### config.mk
export PLATFORM = sky130hd
export DESIGN_NAME = pipeline_ctrl
export DESIGN_NICKNAME = d
export VERILOG_FILES = /design/src/rtl/pipeline_ctrl_pkg.sv /design/src/rtl/pipe_stage_reg.sv /design/src/rtl/pipeline_ctrl.sv
export SDC_FILE = /design/constraint.sdc
export NUM_CORES = 1
export LEC_CHECK = 0
export ABC_AREA = 1
export BUFFER_PORTS_ARGS = -buffer_cell sky130_fd_sc_hd__buf_2
export CORE_MARGIN = 2
export CORE_UTILIZATION = 43
export DETAILED_ROUTE_END_ITERATION = 6
export GPL_TIMING_DRIVEN = 0
export PLACE_DENSITY = 0.77
export SLEW_MARGIN = 40
export SYNTH_ARGS = -nofsm -noshare
export SYNTH_HDL_FRONTEND = slang
export SYNTH_SLANG_ARGS = --single-unit
### constraint.sdc
create_clock -name clk -period 1.4 [get_ports clk]
set_input_delay 0.28 -clock clk [delete_from_list [all_inputs] [get_ports clk]]
set_output_delay 0.28 -clock clk [all_outputs]
set_load 0.02 [all_outputs]
### src/rtl/pipeline_ctrl_pkg.sv
// Shared encodings and field helpers for the fetch/pipeline controller.
// Feature macro: PIPELINE_CTRL_LOAD_STALL_EN enables the load-use interlock.
package pipeline_ctrl_pkg;

   localparam int unsigned INST_W  = 32;
   localparam int unsigned OPC_W   = 7;
   localparam int unsigned REG_W   = 5;
   localparam int unsigned RD_LSB  = 7;
   localparam int unsigned RS1_LSB = 15;
   localparam int unsigned RS2_LSB = 20;

   // addi x0,x0,0 -- the canonical bubble instruction
   localparam logic [INST_W-1:0] NOP_INST = 32'h0000_0013;

   typedef enum logic [OPC_W-1:0] {
      OPC_LOAD   = 7'b0000011,
      OPC_OP_IMM = 7'b0010011,
      OPC_AUIPC  = 7'b0010111,
      OPC_STORE  = 7'b0100011,
      OPC_OP     = 7'b0110011,
      OPC_LUI    = 7'b0110111,
      OPC_BRANCH = 7'b1100011,
      OPC_JALR   = 7'b1100111,
      OPC_JAL    = 7'b1101111
   } opcode_e;

   function automatic logic [OPC_W-1:0] opcode_of(input logic [INST_W-1:0] inst);
      return inst[OPC_W-1:0];
   endfunction

   function automatic logic [REG_W-1:0] rd_of(input logic [INST_W-1:0] inst);
      return inst[RD_LSB +: REG_W];
   endfunction

   function automatic logic [REG_W-1:0] rs1_of(input logic [INST_W-1:0] inst);
      return inst[RS1_LSB +: REG_W];
   endfunction

   function automatic logic [REG_W-1:0] rs2_of(input logic [INST_W-1:0] inst);
      return inst[RS2_LSB +: REG_W];
   endfunction

   // I, R, S and B formats read rs1
   function automatic logic uses_rs1(input logic [INST_W-1:0] inst);
      case (opcode_of(inst))
         OPC_LOAD, OPC_OP_IMM, OPC_JALR, OPC_OP, OPC_STORE, OPC_BRANCH: return 1'b1;
         default: return 1'b0;
      endcase
   endfunction

   // only R, S and B formats read rs2
   function automatic logic uses_rs2(input logic [INST_W-1:0] inst);
      case (opcode_of(inst))
         OPC_OP, OPC_STORE, OPC_BRANCH: return 1'b1;
         default: return 1'b0;
      endcase
   endfunction

endpackage

### src/rtl/pipe_stage_reg.sv
// One pipeline stage register: instruction, PC and valid with hold/bubble control.
module pipe_stage_reg
   import pipeline_ctrl_pkg::*;
#(
   parameter int unsigned XLEN = 32
) (
   input  logic              clk,
   input  logic              rst,
   input  logic              hold,
   input  logic              bubble,
   input  logic [INST_W-1:0] d_inst,
   input  logic [XLEN-1:0]   d_pc,
   input  logic              d_valid,
   output logic [INST_W-1:0] q_inst,
   output logic [XLEN-1:0]   q_pc,
   output logic              q_valid
);

   // hold wins over bubble; a bubble keeps the source PC for traceability
   always_ff @(posedge clk) begin
      if (rst) begin
         q_inst  <= NOP_INST;
         q_pc    <= '0;
         q_valid <= 1'b0;
      end else if (hold) begin
         q_inst  <= q_inst;
         q_pc    <= q_pc;
         q_valid <= q_valid;
      end else if (bubble) begin
         q_inst  <= NOP_INST;
         q_pc    <= d_pc;
         q_valid <= 1'b0;
      end else begin
         q_inst  <= d_inst;
         q_pc    <= d_pc;
         q_valid <= d_valid;
      end
   end

endmodule

### src/rtl/pipeline_ctrl.sv
// In-order fetch PC and pipeline-register controller with redirect squash.
// Optional macro PIPELINE_CTRL_LOAD_STALL_EN adds the load-use interlock;
// without it stall is tied low and software fills load delay slots.
module pipeline_ctrl
   import pipeline_ctrl_pkg::*;
#(
   parameter int unsigned    XLEN     = 32,
   parameter int unsigned    NSTAGES  = 4,
   parameter logic [XLEN-1:0] RESET_PC = '0
) (
   input  logic                      clk,
   input  logic                      rst,
   input  logic [INST_W-1:0]         imem_rdata,
   input  logic                      imem_valid,
   output logic                      imem_req,
   output logic [XLEN-1:0]           pc,
   input  logic                      redirect,
   input  logic [XLEN-1:0]           redirect_pc,
   output logic [INST_W*NSTAGES-1:0] inst_pipe,
   output logic [XLEN*NSTAGES-1:0]   pc_pipe,
   output logic [NSTAGES-1:0]        valid_pipe,
   output logic                      stall,
   output logic                      flush
);

   logic [INST_W-1:0]  st_inst  [NSTAGES];
   logic [XLEN-1:0]    st_pc    [NSTAGES];
   logic [NSTAGES-1:0] st_valid;

   logic [INST_W-1:0]  d_inst   [NSTAGES];
   logic [XLEN-1:0]    d_pc     [NSTAGES];
   logic [NSTAGES-1:0] d_valid;
   logic [NSTAGES-1:0] hold_v;
   logic [NSTAGES-1:0] bubble_v;

   assign imem_req = ~rst;
   assign flush    = redirect & ~rst;

`ifdef PIPELINE_CTRL_LOAD_STALL_EN
   logic hazard_c;

   // EX holds a valid load whose destination is read by the valid ID instruction
   always_comb begin
      logic             ex_load;
      logic [REG_W-1:0] ex_rd;
      ex_rd    = rd_of(st_inst[1]);
      ex_load  = st_valid[1] && (opcode_of(st_inst[1]) == OPC_LOAD) && (ex_rd != '0);
      hazard_c = ex_load && st_valid[0] &&
                 ((uses_rs1(st_inst[0]) && (rs1_of(st_inst[0]) == ex_rd)) ||
                  (uses_rs2(st_inst[0]) && (rs2_of(st_inst[0]) == ex_rd)));
   end

   assign stall = hazard_c & ~redirect & ~rst;
`else
   assign stall = 1'b0;
`endif

   // stage inputs and per-stage hold/bubble controls
   always_comb begin
      for (int k = 0; k < int'(NSTAGES); k++) begin
         d_inst[k] = NOP_INST;
         d_pc[k]   = '0;
      end
      d_valid  = '0;
      hold_v   = '0;
      bubble_v = '0;

      d_inst[0]  = imem_rdata;
      d_pc[0]    = pc;
      d_valid[0] = 1'b1;
      for (int k = 1; k < int'(NSTAGES); k++) begin
         d_inst[k]  = st_inst[k-1];
         d_pc[k]    = st_pc[k-1];
         d_valid[k] = st_valid[k-1];
      end

      hold_v[0]   = stall;
      bubble_v[0] = redirect | ~imem_valid;
      bubble_v[1] = stall | redirect;
   end

   // fetch PC: redirect beats stall beats accept; target is word aligned
   always_ff @(posedge clk) begin
      if (rst) begin
         pc <= RESET_PC;
      end else if (redirect) begin
         pc <= redirect_pc & ~XLEN'(3);
      end else if (!stall && imem_valid) begin
         pc <= pc + XLEN'(4);
      end
   end

   // one register per stage, packed onto the flat output buses
   for (genvar k = 0; k < NSTAGES; k++) begin : g_stage
      pipe_stage_reg #(.XLEN(XLEN)) u_stage (
         .clk     (clk),
         .rst     (rst),
         .hold    (hold_v[k]),
         .bubble  (bubble_v[k]),
         .d_inst  (d_inst[k]),
         .d_pc    (d_pc[k]),
         .d_valid (d_valid[k]),
         .q_inst  (st_inst[k]),
         .q_pc    (st_pc[k]),
         .q_valid (st_valid[k])
      );
      assign inst_pipe[INST_W*k +: INST_W] = st_inst[k];
      assign pc_pipe[XLEN*k +: XLEN]       = st_pc[k];
   end

   assign valid_pipe = st_valid;

endmodule

# == Word-level counts from Yosys, hierarchy flattened ==
# Cells that the tools add are included.
# totals
ff_bits,292
latchBits,0
ramBits,0
mem_bits_ro,0
inputBits,68
output_inout_bits,295
word_cells,25
memories,0
# op_classes
n_addsub,1
mul,0
div_mod_pow,0
n_lt_le_gt_ge,0
n_eq_ne,0
n_shift,0
mux,3
bitwise,4
reduce_logical,3
# op_table
operator,count
2-to-1 mux 32 bit,2
adder 32 x 3 -> 32 bit (second input constant),1
OR reduction 2 bit,2
inverter 1 bit,2
nonzero test 2 bit,1
AND 1 bit,1
2-to-1 mux 1 bit,1
bitwise OR 1 bit,1

# == Longest topological paths before layout ==
# Gate-level depths: netlist of run 1.
# logic_depth
ltp_word,3
depth_mapped,10
ltp_nobuf,10

# == By module ==
# From an unflattened synthesis of run 1, not the netlist that was laid out.
# hier_totals
cells_unflattened,1462
area_unflattened_um2,11014.3
# modules_own_cells
module,n_inst,cells_per_inst,area_each_um2
pipe_stage_reg,4,282,2230.9
pipeline_ctrl,1,334,2090.8

# == Worst setup path before layout of run 1 ==
# No wires, ideal clock.
# synth_timing
path_kind,register -> register
from,register pc[3]
to,register pc[16]
arrival_ns,1.453
path_slack_ns,-0.186
stages_incl_launch_ff,8
n_path_buf,0
path_cell_list,dfxtp_1 ha_1 nand3_1 nor2_1 nand3_1 xor2_1 nand2_1 a21oi_1
# synth_between
elab_chain_cells,3
# synth_rtl
item,line,text
start: declaration,pipeline_ctrl.sv:16,"output logic [XLEN-1:0] pc,"
start signal: assignment,pipeline_ctrl.sv:87,pc <= redirect_pc & ~XLEN'(3);
start signal: assignment,pipeline_ctrl.sv:89,pc <= pc + XLEN'(4);
adder 32 x 3 -> 32 bit,pipeline_ctrl.sv:89,
2-to-1 mux 32 bit,pipeline_ctrl.sv:88,end else if (!stall && imem_valid) begin
2-to-1 mux 32 bit,pipeline_ctrl.sv:86,end else if (redirect) begin
# No other way between the ends. The select of a mux whose other input is x is not followed.
# A chain may end at the register's enable or synchronous reset.

# == Worst setup path in the final report of run 1 ==
# layout_timing
from,register pc[3]
to,output port pc[3]
# No word-level cell between the ends.

==> results.ini, run 1 <==
[pwr]
cellPowerDensity_nw_per_um2=1290
p_total_w=0.0169
leakagePower_nw=6.25
max-vdd-ir-drop_v=0.000984

[critical_path]
crit_chain=buf_12 -> buf_8
slowest_stage=dfxtp_4
crit_path_start_kind=flop
crit_type=reg -> out
path_max_fanout=5
slowest_delay_ps=380
worst_ep_arrival_time_ps=1180
required_ps=1120
worst-path-buf-inv=2
cp-end-kind=output port
crit_family=flip-flops

[sta]
finalHoldViolations=0
maxSlewHeadroom=0.559
worst_slack_ps=-64.1
drv_slew=0
tightestPinTransition_ps=661
timing.fmax_mhz=683
setup_viol=10
worst_clock_skew_ps=9.14
grt_setup_unrepaired=yes
finalCritPeriodShare=1.05
min_period_ps=1460

[routing]
drc=0
num_vias=8193
drt-pass1-iter-count=5
drtAntennaViolNets=0
wirelength_mm=28.1
wl_per_cell_um=15.2
drt_iter0_markers=357
vias_per_cell=4.45

[synthesis]
syn_area_per_cell_um2=8.25
synth_area_um2=9190
synth_cell_types=26
synth_adder_area_share=0.00136
synthXorXnorAreaFrac=0.00763
synthMuxAreaShare=0
synth-simple-area-share=0.205
synth_compound_area_frac=0.0384
ys_seq_area_frac=0.614
ys_ff_latch=282
yosys_warnings=0
syn_inst=1113
synth_top_family_by_area=simple AND/OR/NAND/NOR gates

[placement]
gp_congestion=0.949
io_buffers=348
place_area_um2=11300
dp_worst_setup_slack_ps=-338
dp_hpwl_mm=20.3

[layout]
finalInstanceArea_um2=13100
final_cell_mix=buf_2, nor2_1, inv_1
antenna_cells=0
drive_above_1_share=0.347
area_growth_pct=42.2
fin_nets=1615
final_common_cell=buf_2

[floorplanning]
io_pins=363
dieHeight_um=150
die-area_um2=22600
die_w_um=150
row_count=53
coreArea_um2=21000
initial_utilization=0.437

[global_route]
grt_max_degree=16
overflow=0
grt_pass1_wl_mm=40.3
first_global_vias=7594
grt.total_usage=0.232
grt_antenna_before_repair=0

[cts]
cts.sinks=282
clk_transition_reported_paths_ps=60
cts_tree=built
cts_buffers=27
insertion_delay_ps=540
h-tree-depth=1
clock_path_buffers=3
clockRootBuffer=clkbuf_16

[hold_path]
hp-class=in -> reg

[job]
cap_violations=0

[run_status]
failed_checks=setup timing
outcome=complete, but fails checks

-- worst reg2reg max path, stage by stage, from the launching register on --
cell	delay, ps
dfxtp_4	410
ha_4	170
nand3_2	150
nor2_4	150
nand3_1	110
xor2_1	170
nand2_1	70
a21oi_1	120
-- through the flow --
stage | instances | util | hold WS, ps | setup TNS [ps]
final | 1841 | 0.622 | 34.6 | -189
after global routing | 1841 | 0.622 | 26.8 | -1880
after CTS | 1836 | 0.611 | 5.80 | -227
after detailed placement | 1746 | 0.539 | 406 | -39620
after global placement | 1746 | 0.539 | 403 | -36290
after floorplan | 1123 | - | 380 | 0
-- layout make-up --
class                           instances  area, µm²
Multi-Input combinational cell        534       2520
Inverter                              255        963
Tap cell                              275        344
Clock inverter                         13        145
Fill cell                            1761       7950
Sequential cell                       282       5730
Clock buffer                           36        749
Buffer                                 50        255
Timing Repair Buffer                  396       2360
-- cell usage after synthesis --
cell type | number | area share
nor2_2 | 8 | 0.0054
nand2_1 | 123 | 0.050
nand4_1 | 1 | 0.00068
a32o_1 | 2 | 0.0022
xor2_1 | 8 | 0.0076
nand3b_1 | 2 | 0.0016
a21oi_1 | 23 | 0.013
clkbuf_1 | 28 | 0.011
o21ai_1 | 2 | 0.0011
nand3_1 | 22 | 0.012
or2_1 | 1 | 0.00068
conb_1 | 1 | 0.00041
a31oi_1 | 4 | 0.0027
inv_1 | 249 | 0.10
nor2_4 | 8 | 0.0098
or2_2 | 11 | 0.0075
nand2_2 | 5 | 0.0034
o21ai_0 | 5 | 0.0027
a22oi_1 | 21 | 0.017
nand2_4 | 1 | 0.0012
ha_1 | 1 | 0.0014
nor2_1 | 275 | 0.11
dfxtp_1 | 282 | 0.61
buf_2 | 9 | 0.0049
inv_2 | 6 | 0.0025
buf_4 | 15 | 0.012
-- timing repair --
| item | 4_1_cts | 5_1_grt |
|---|---|---|
| gates resized for setup | 95 | 67 |
| hold endpoints to repair | 39 | 0 |
| setup endpoints to repair | 67 | 53 |
| pin swaps | 8 | 5 |
| buffers inserted | 3 | 6 |
| hold buffers | 39 | 0 |
-- final timing paths --
kind / from / endpoint / slack, ps / cells after the start
worst max-delay path: pc[3] / pc[3] / -60 / 2
worst min-delay path: redirect_pc[6] / pc[6] / 30 / 3
worst max register to register: pc[3] / pc[16] / -30 / 7
worst min register to register: g_stage[1].u_stage.q_pc[31] / g_stage[2].u_stage.q_pc[31] / 410 / 2
-- power breakdown --
part | internal (W) | total (W) | switching [W]
clock | 0.00417 | 0.00727 | 0.00310
combinational | 0.000475 | 0.00124 | 0.000770
sequential | 0.00819 | 0.00835 | 0.000164
-- per-layer routing --
layer	track usage	part of all wire	vias up	wire [µm]
met2	0.401	0.49	335	13700
met4	0.0778	0.035	0	971
met5	0	0	-	0
met3	0.0470	0.066	66	1860
met1	0.289	0.41	3727	11600
li1	-	-	4065	-
-- cell families after synthesis --
group,Yosys count
buffers and inverters,307
and+or+nand+nor,457
xor gates and xnor gates,8
AOI/OAI and AO/OA,57
adders and majority gates,1
DFF,282
other,1
-- sequential cells by signal, summed over array words and instances, names as in the netlist --
register and cells:
g_stage.u_stage.q_valid 4, g_stage.u_stage.q_pc 120, pc 30, g_stage.u_stage.q_inst 128
Note: power is estimated with default switching activity, not from simulation.
==> run 2, diff against run 1 <==
Settings changed: SKIP_LAST_GASP set to 1, TNS_END_PERCENT set to 5.
==> run 2 against run 1 <==
Effect of this change: the run still ends with setup timing left; non-clock buffer count shrank 5; clock power is essentially flat; clock skew shrank 0.85 ps; die area is the same; combinational power shrank 5%; global-route usage shrank 0.24 points; largest power group unchanged; highest routed layer unchanged.
==> results.ini, run 2 (synthesis gave the netlist of run 1 again) <==
[placement]
dp_hpwl_mm=20.3  ; unchanged
dp_worst_setup_slack_ps=-338  ; unchanged
io_buffers=348  ; unchanged
gp_congestion=0.949  ; unchanged
place_area_um2=11300  ; unchanged

[floorplanning]
dieHeight_um=150  ; unchanged
io_pins=363  ; unchanged
row_count=53  ; unchanged
die_w_um=150  ; unchanged
coreArea_um2=21000  ; unchanged
die-area_um2=22600  ; unchanged
initial_utilization=0.437  ; unchanged

[sta]
setup_tns_ps=-1250  ; -1060 ps
timing.fmax_mhz=668  ; -2.3%
setup_viol=43  ; +33
finalCritPeriodShare=1.07  ; +0.0242
grt_setup_unrepaired=yes
worst_hold_slack_ps=19.1  ; -15.5 ps
maxSlewHeadroom=0.587  ; +0.0282
min_period_ps=1500  ; +33.9 ps
finalHoldViolations=0  ; unchanged
drv_slew=0  ; unchanged
worst_slack_ps=-98.0  ; -33.9 ps
tightestPinTransition_ps=619  ; -42.2 ps
worst_clock_skew_ps=8.29  ; -0.854 ps

[layout]
multi_input_area_um2=2460  ; -2.6%
largest_registers=g_stage.u_stage.q_inst (128), g_stage.u_stage.q_pc (120), pc (30)
final_cell_mix=buf_2, nor2_1, dfxtp_1
fin_nets=1610  ; -0.31%
top_register=g_stage.u_stage.q_inst
final_common_cell=buf_2
ff_latch_area_um2=5680  ; -0.90%
nFillCells=1815  ; +3.1%
finalInstanceArea_um2=12800  ; -2.4%
largest_reg_flops=128  ; unchanged
area_growth_pct=38.8
drive_above_1_share=0.320  ; -0.0264

[critical_path]
cp-end-kind=flop
worst_ep_arrival_time_ps=1960  ; +780 ps
required_ps=1860  ; +740 ps
crit_type=reg -> reg
crit_path_start_kind=flop
reg2reg_from=pc[3]
reg2reg_depth=7  ; unchanged
path_max_fanout=5  ; unchanged
rrSetupSlack_ps=-100  ; -70 ps
r2r_end=pc[16]

[routing]
drt_iter0_markers=392  ; +9.8%
drtAntennaViolNets=0  ; unchanged
drt-pass1-iter-count=5  ; unchanged
drc=0  ; unchanged
num_vias=8060  ; -1.6%
wl_per_cell_um=15.1  ; -1.3%
wirelength_mm=27.6  ; -1.5%
vias_per_cell=4.39  ; -1.4%

[global_route]
overflow=0  ; unchanged
first_global_vias=7577  ; -0.22%
grt_max_degree=16  ; unchanged
grt_pass1_wl_mm=40.0  ; -0.94%
grt.total_usage=0.230  ; -0.00239
grt_antenna_before_repair=1  ; +1

[pwr]
cellPowerDensity_nw_per_um2=1320  ; +2.1%
p_total_w=0.0168  ; -0.42%
max-vdd-ir-drop_v=0.00102  ; +3.7%
leakagePower_nw=6.19  ; -0.93%

[hold_path]
min_delay_path_depth=3  ; unchanged
hp-start=redirect_pc[7]
holdPathEnd=pc[7]
hp-class=in -> reg

[job]
cap_violations=0  ; unchanged

[cts]
cts_buffers=27  ; unchanged
clk_transition_reported_paths_ps=60  ; about the same
h-tree-depth=1  ; unchanged
clock_path_buffers=3  ; unchanged
clockRootBuffer=clkbuf_16
cts_tree=built
cts.sinks=282  ; unchanged
insertion_delay_ps=540  ; about the same

[run_status]
outcome=complete, but fails checks
failed_checks=setup timing

==> run 2: layout make-up <==
class | count | area share
Tap cell | 275 | 0.0270
Inverter | 255 | 0.0751
Multi-Input combinational cell | 534 | 0.193
Clock inverter | 13 | 0.0114
Sequential cell | 282 | 0.445
Clock buffer | 36 | 0.0588
Buffer | 51 | 0.0203
Antenna cell | 1 | 0.000196
Timing Repair Buffer | 390 | 0.169
==> run 2: per-stage QoR <==
step | util | std cells
after detailed placement | 0.539 | 1746
after CTS | 0.602 | 1834
after global routing | 0.607 | 1837
after global placement | 0.539 | 1746
after floorplan | - | 1123
final | 0.607 | 1837
==> run 2: timing repair <==
item                                    CTS  global route
hold buffers                             37             0
buffers inserted                          2             3
endpoints found under the setup margin   67            75
pin swaps                                 2             4
resized for setup                        23            29
endpoints found under the hold margin    37             0
==> run 2: worst max-delay path by stage <==
stage / from / to / slack, ps / cells past startpoint
after floorplan: pc[9] / pc[25] / 9 / 9
final: pc[3] / pc[16] / -100 / 7
after global routing: pc[3] / pc[17] / -170 / 8
after global placement: rst / g_stage[0].u_stage.q_pc[29] / -320 / 4
after CTS: pc[7] / pc[7] / -100 / 1
after detailed placement: rst / g_stage[3].u_stage.q_inst[10] / -340 / 4
==> run 2: worst max-delay path, stage by stage (launching register included) <==
cell and delay [ps]:
dfxtp_4 400, ha_4 160, nand3_2 140, nor2_4 140, nand3_1 110, xor2_1 200, nand2_1 130, a21oi_2 130
==> run 2: power breakdown <==
group | switching, W | internal (W)
logic | 0.000758 | 0.000422
clock network | 0.00310 | 0.00417
registers | 0.000156 | 0.00820
total | 0.00401 | 0.0128
==> run 2: routing by layer <==
metal  GRT usage  vias to the layer above  wire [µm]
met3      0.0455                       71       1900
met5           0                        -          0
met2       0.399                      314      13400
li1            -                     4050          -
met1       0.286                     3625      11400
met4      0.0759                        0       1020
==> run 3, diff against run 2 <==
Settings changed: PLACE_DENSITY 0.77 to unset, PLACE_DENSITY_LB_ADDON set to 0.2, SETUP_SLACK_MARGIN set to 0.15.
Clock period 1.4 ns to 1.3 ns, I/O delays scaled along.
==> run 3 against run 2 <==
Effect of this change: the flow still finishes with violations (setup timing); worst hold slack gained 23 ps; non-clock buffer count rose by 31; critical path depth shrank 5; sequential cell count is the same; setup slack worse by 52 ps; final area increased by 5.1%; first-iteration DRC count shrank 31%; critical path type is now reg -> out; via count up 0.42%; clock skew rose by 4.9 ps.
==> results.ini, run 3 (synthesis gave the netlist of run 1 again) <==
[layout]
finalInstanceArea_um2=13400  ; +5.1%
largest_reg_flops=128  ; unchanged
antenna_cells=0  ; -1
ff_latch_area_um2=5750  ; +1.3%
area_growth_pct=45.9
nFillCells=1815  ; unchanged
drive_above_1_share=0.364  ; +0.0436
largest_registers=g_stage.u_stage.q_inst (128), g_stage.u_stage.q_pc (120), pc (30)
fin_util=0.638  ; +0.0310
final_common_cell=buf_2
multi_input_area_um2=2670  ; +8.8%
top_register=g_stage.u_stage.q_inst
fin_nets=1642  ; +2.0%
final_cell_mix=buf_2, dfxtp_1, nor2_1

[sta]
setup_tns_ps=-3430  ; -2170 ps
timing.fmax_mhz=690
setup_viol=85  ; +98%
grt_setup_unrepaired=yes
worst_hold_slack_ps=41.8  ; +22.7 ps
worst_clock_skew_ps=13.2  ; +4.94 ps
finalHoldViolations=0  ; unchanged
maxSlewHeadroom=0.574  ; -0.0130
finalCritPeriodShare=1.12
worst_slack_ps=-150  ; -51.7 ps
drv_slew=0  ; unchanged
tightestPinTransition_ps=638  ; +19.5 ps
min_period_ps=1450

[placement]
gp_congestion=0.913  ; -3.8%
dp_hpwl_mm=20.1  ; -1.4%
place_area_um2=11400  ; +0.53%
io_buffers=348  ; unchanged
dp_worst_setup_slack_ps=-419  ; -80.6 ps

[hold_path]
min_delay_path_depth=3  ; unchanged
hp-start=redirect_pc[18]
hp-class=in -> reg

[floorplanning]
dieHeight_um=150  ; unchanged
initial_utilization=0.437  ; unchanged
coreArea_um2=21000  ; unchanged
row_count=53  ; unchanged
io_pins=363  ; unchanged
die-area_um2=22600  ; unchanged
die_w_um=150  ; unchanged

[routing]
wirelength_mm=26.9  ; -2.9%
num_vias=8094  ; +0.42%
drtAntennaViolNets=0  ; unchanged
drt-pass1-iter-count=4  ; -1
drt_iter0_markers=271  ; -31%
wl_per_cell_um=14.4  ; -4.5%
vias_per_cell=4.33  ; -1.3%
drc=0  ; unchanged

[pwr]
combPwrFrac=0.075  ; +0.005
clock_power_share=0.439  ; +0.006
leakagePower_nw=6.56  ; +5.9%
cellPowerDensity_nw_per_um2=1380  ; +4.4%
max-vdd-ir-drop_v=0.00115  ; +13%
switching_share=0.232  ; -0.00674
p_seq_frac=0.487  ; -0.010
netSwitchingPower_w=0.00428  ; +6.7%
cell_internal_pwr_w=0.0142  ; +11%

[cts]
h-tree-depth=1  ; unchanged
cts_tree=built
clk_transition_reported_paths_ps=60  ; about the same
clock_path_buffers=3  ; unchanged
clockRootBuffer=clkbuf_16
insertion_delay_ps=530  ; about the same
cts_buffers=28  ; +3.7%
cts.sinks=282  ; unchanged

[global_route]
first_global_vias=7455  ; -1.6%
grt_antenna_before_repair=1  ; unchanged
grt_pass1_wl_mm=39.4  ; -1.5%
grt_max_degree=16  ; unchanged
overflow=0  ; unchanged
grt.total_usage=0.224  ; -0.00541

[critical_path]
required_ps=1040  ; -820 ps
setup.worst_path.start=pc[3]
slowest_delay_ps=370  ; -30 ps
slowest_stage=dfxtp_4
worst_ep_arrival_time_ps=1190  ; -770 ps
reg2reg_from=pc[11]
reg2reg_depth=9  ; +2
cp-end-kind=output port
crit_path_start_kind=flop
crit_chain=buf_4 -> buf_2
path_max_fanout=4  ; -1
crit_type=reg -> out

[job]
cap_violations=0  ; unchanged

[run_status]
outcome=complete, but fails checks
failed_checks=setup timing

## run 3: final timing paths
path | to | slack, ps
worst max-delay path | pc[3] | -150
worst min-delay path | pc[18] | 40
worst max register to register | pc[25] | -110
worst min register to register | g_stage[3].u_stage.q_inst[31] | 400
## run 3: power by group through the flow
| stage | sequential (W) | combinational (W) | clock, W |
|---|---|---|---|
| global placement | 0.00918 | 0.00114 | 0 |
| global route | 0.00900 | 0.00149 | 0.00860 |
| floorplan | 0.00936 | 0.000464 | 0 |
| CTS | 0.00898 | 0.00131 | 0.00824 |
| detailed placement | 0.00918 | 0.00115 | 0 |
| finish | 0.00898 | 0.00137 | 0.00809 |
## run 3: area by class of cell
| type | count | share of cell area |
|---|---|---|
| flip-flops and latches | 282 | 0.429 |
| multi-input cells | 534 | 0.200 |
| repair buffers | 420 | 0.182 |
| inverters | 255 | 0.0716 |
| clock buffers | 38 | 0.0612 |
| well taps | 275 | 0.0257 |
| plain buffers | 52 | 0.0211 |
| clock inverters | 13 | 0.00962 |
## run 3: stage by stage
step	power (W)	std cells
6_report	0.0184	1869
5_1_grt	0.0191	1869
4_1_cts	0.0185	1852
3_5_place_dp	0.0103	1746
3_3_place_gp	0.0103	1746
2_1_floorplan	0.00983	1123
## run 3: what timing repair did
item | in CTS | in global routing
hold buffers | 40 | 0
setup buffers | 15 | 17
pin swaps | 8 | 34
setup endpoints to repair | 312 | 372
endpoints found under the hold margin | 40 | 0
gates resized for setup | 42 | 101
## run 3: worst max-delay path, delay by kind of cell (launching register included)
family | cells | cell delay (ps)
buffers and inverters | 2 | 290
flip-flops | 1 | 370
## run 3: per-layer routing
layer / vias up / track usage / wire length (µm)
met3: 68 / 0.0545 / 2140
li1: 4117 / - / -
met4: 2 / 0.0736 / 975
met1: 3594 / 0.279 / 10900
met2: 313 / 0.383 / 12800
met5: - / 0 / 11
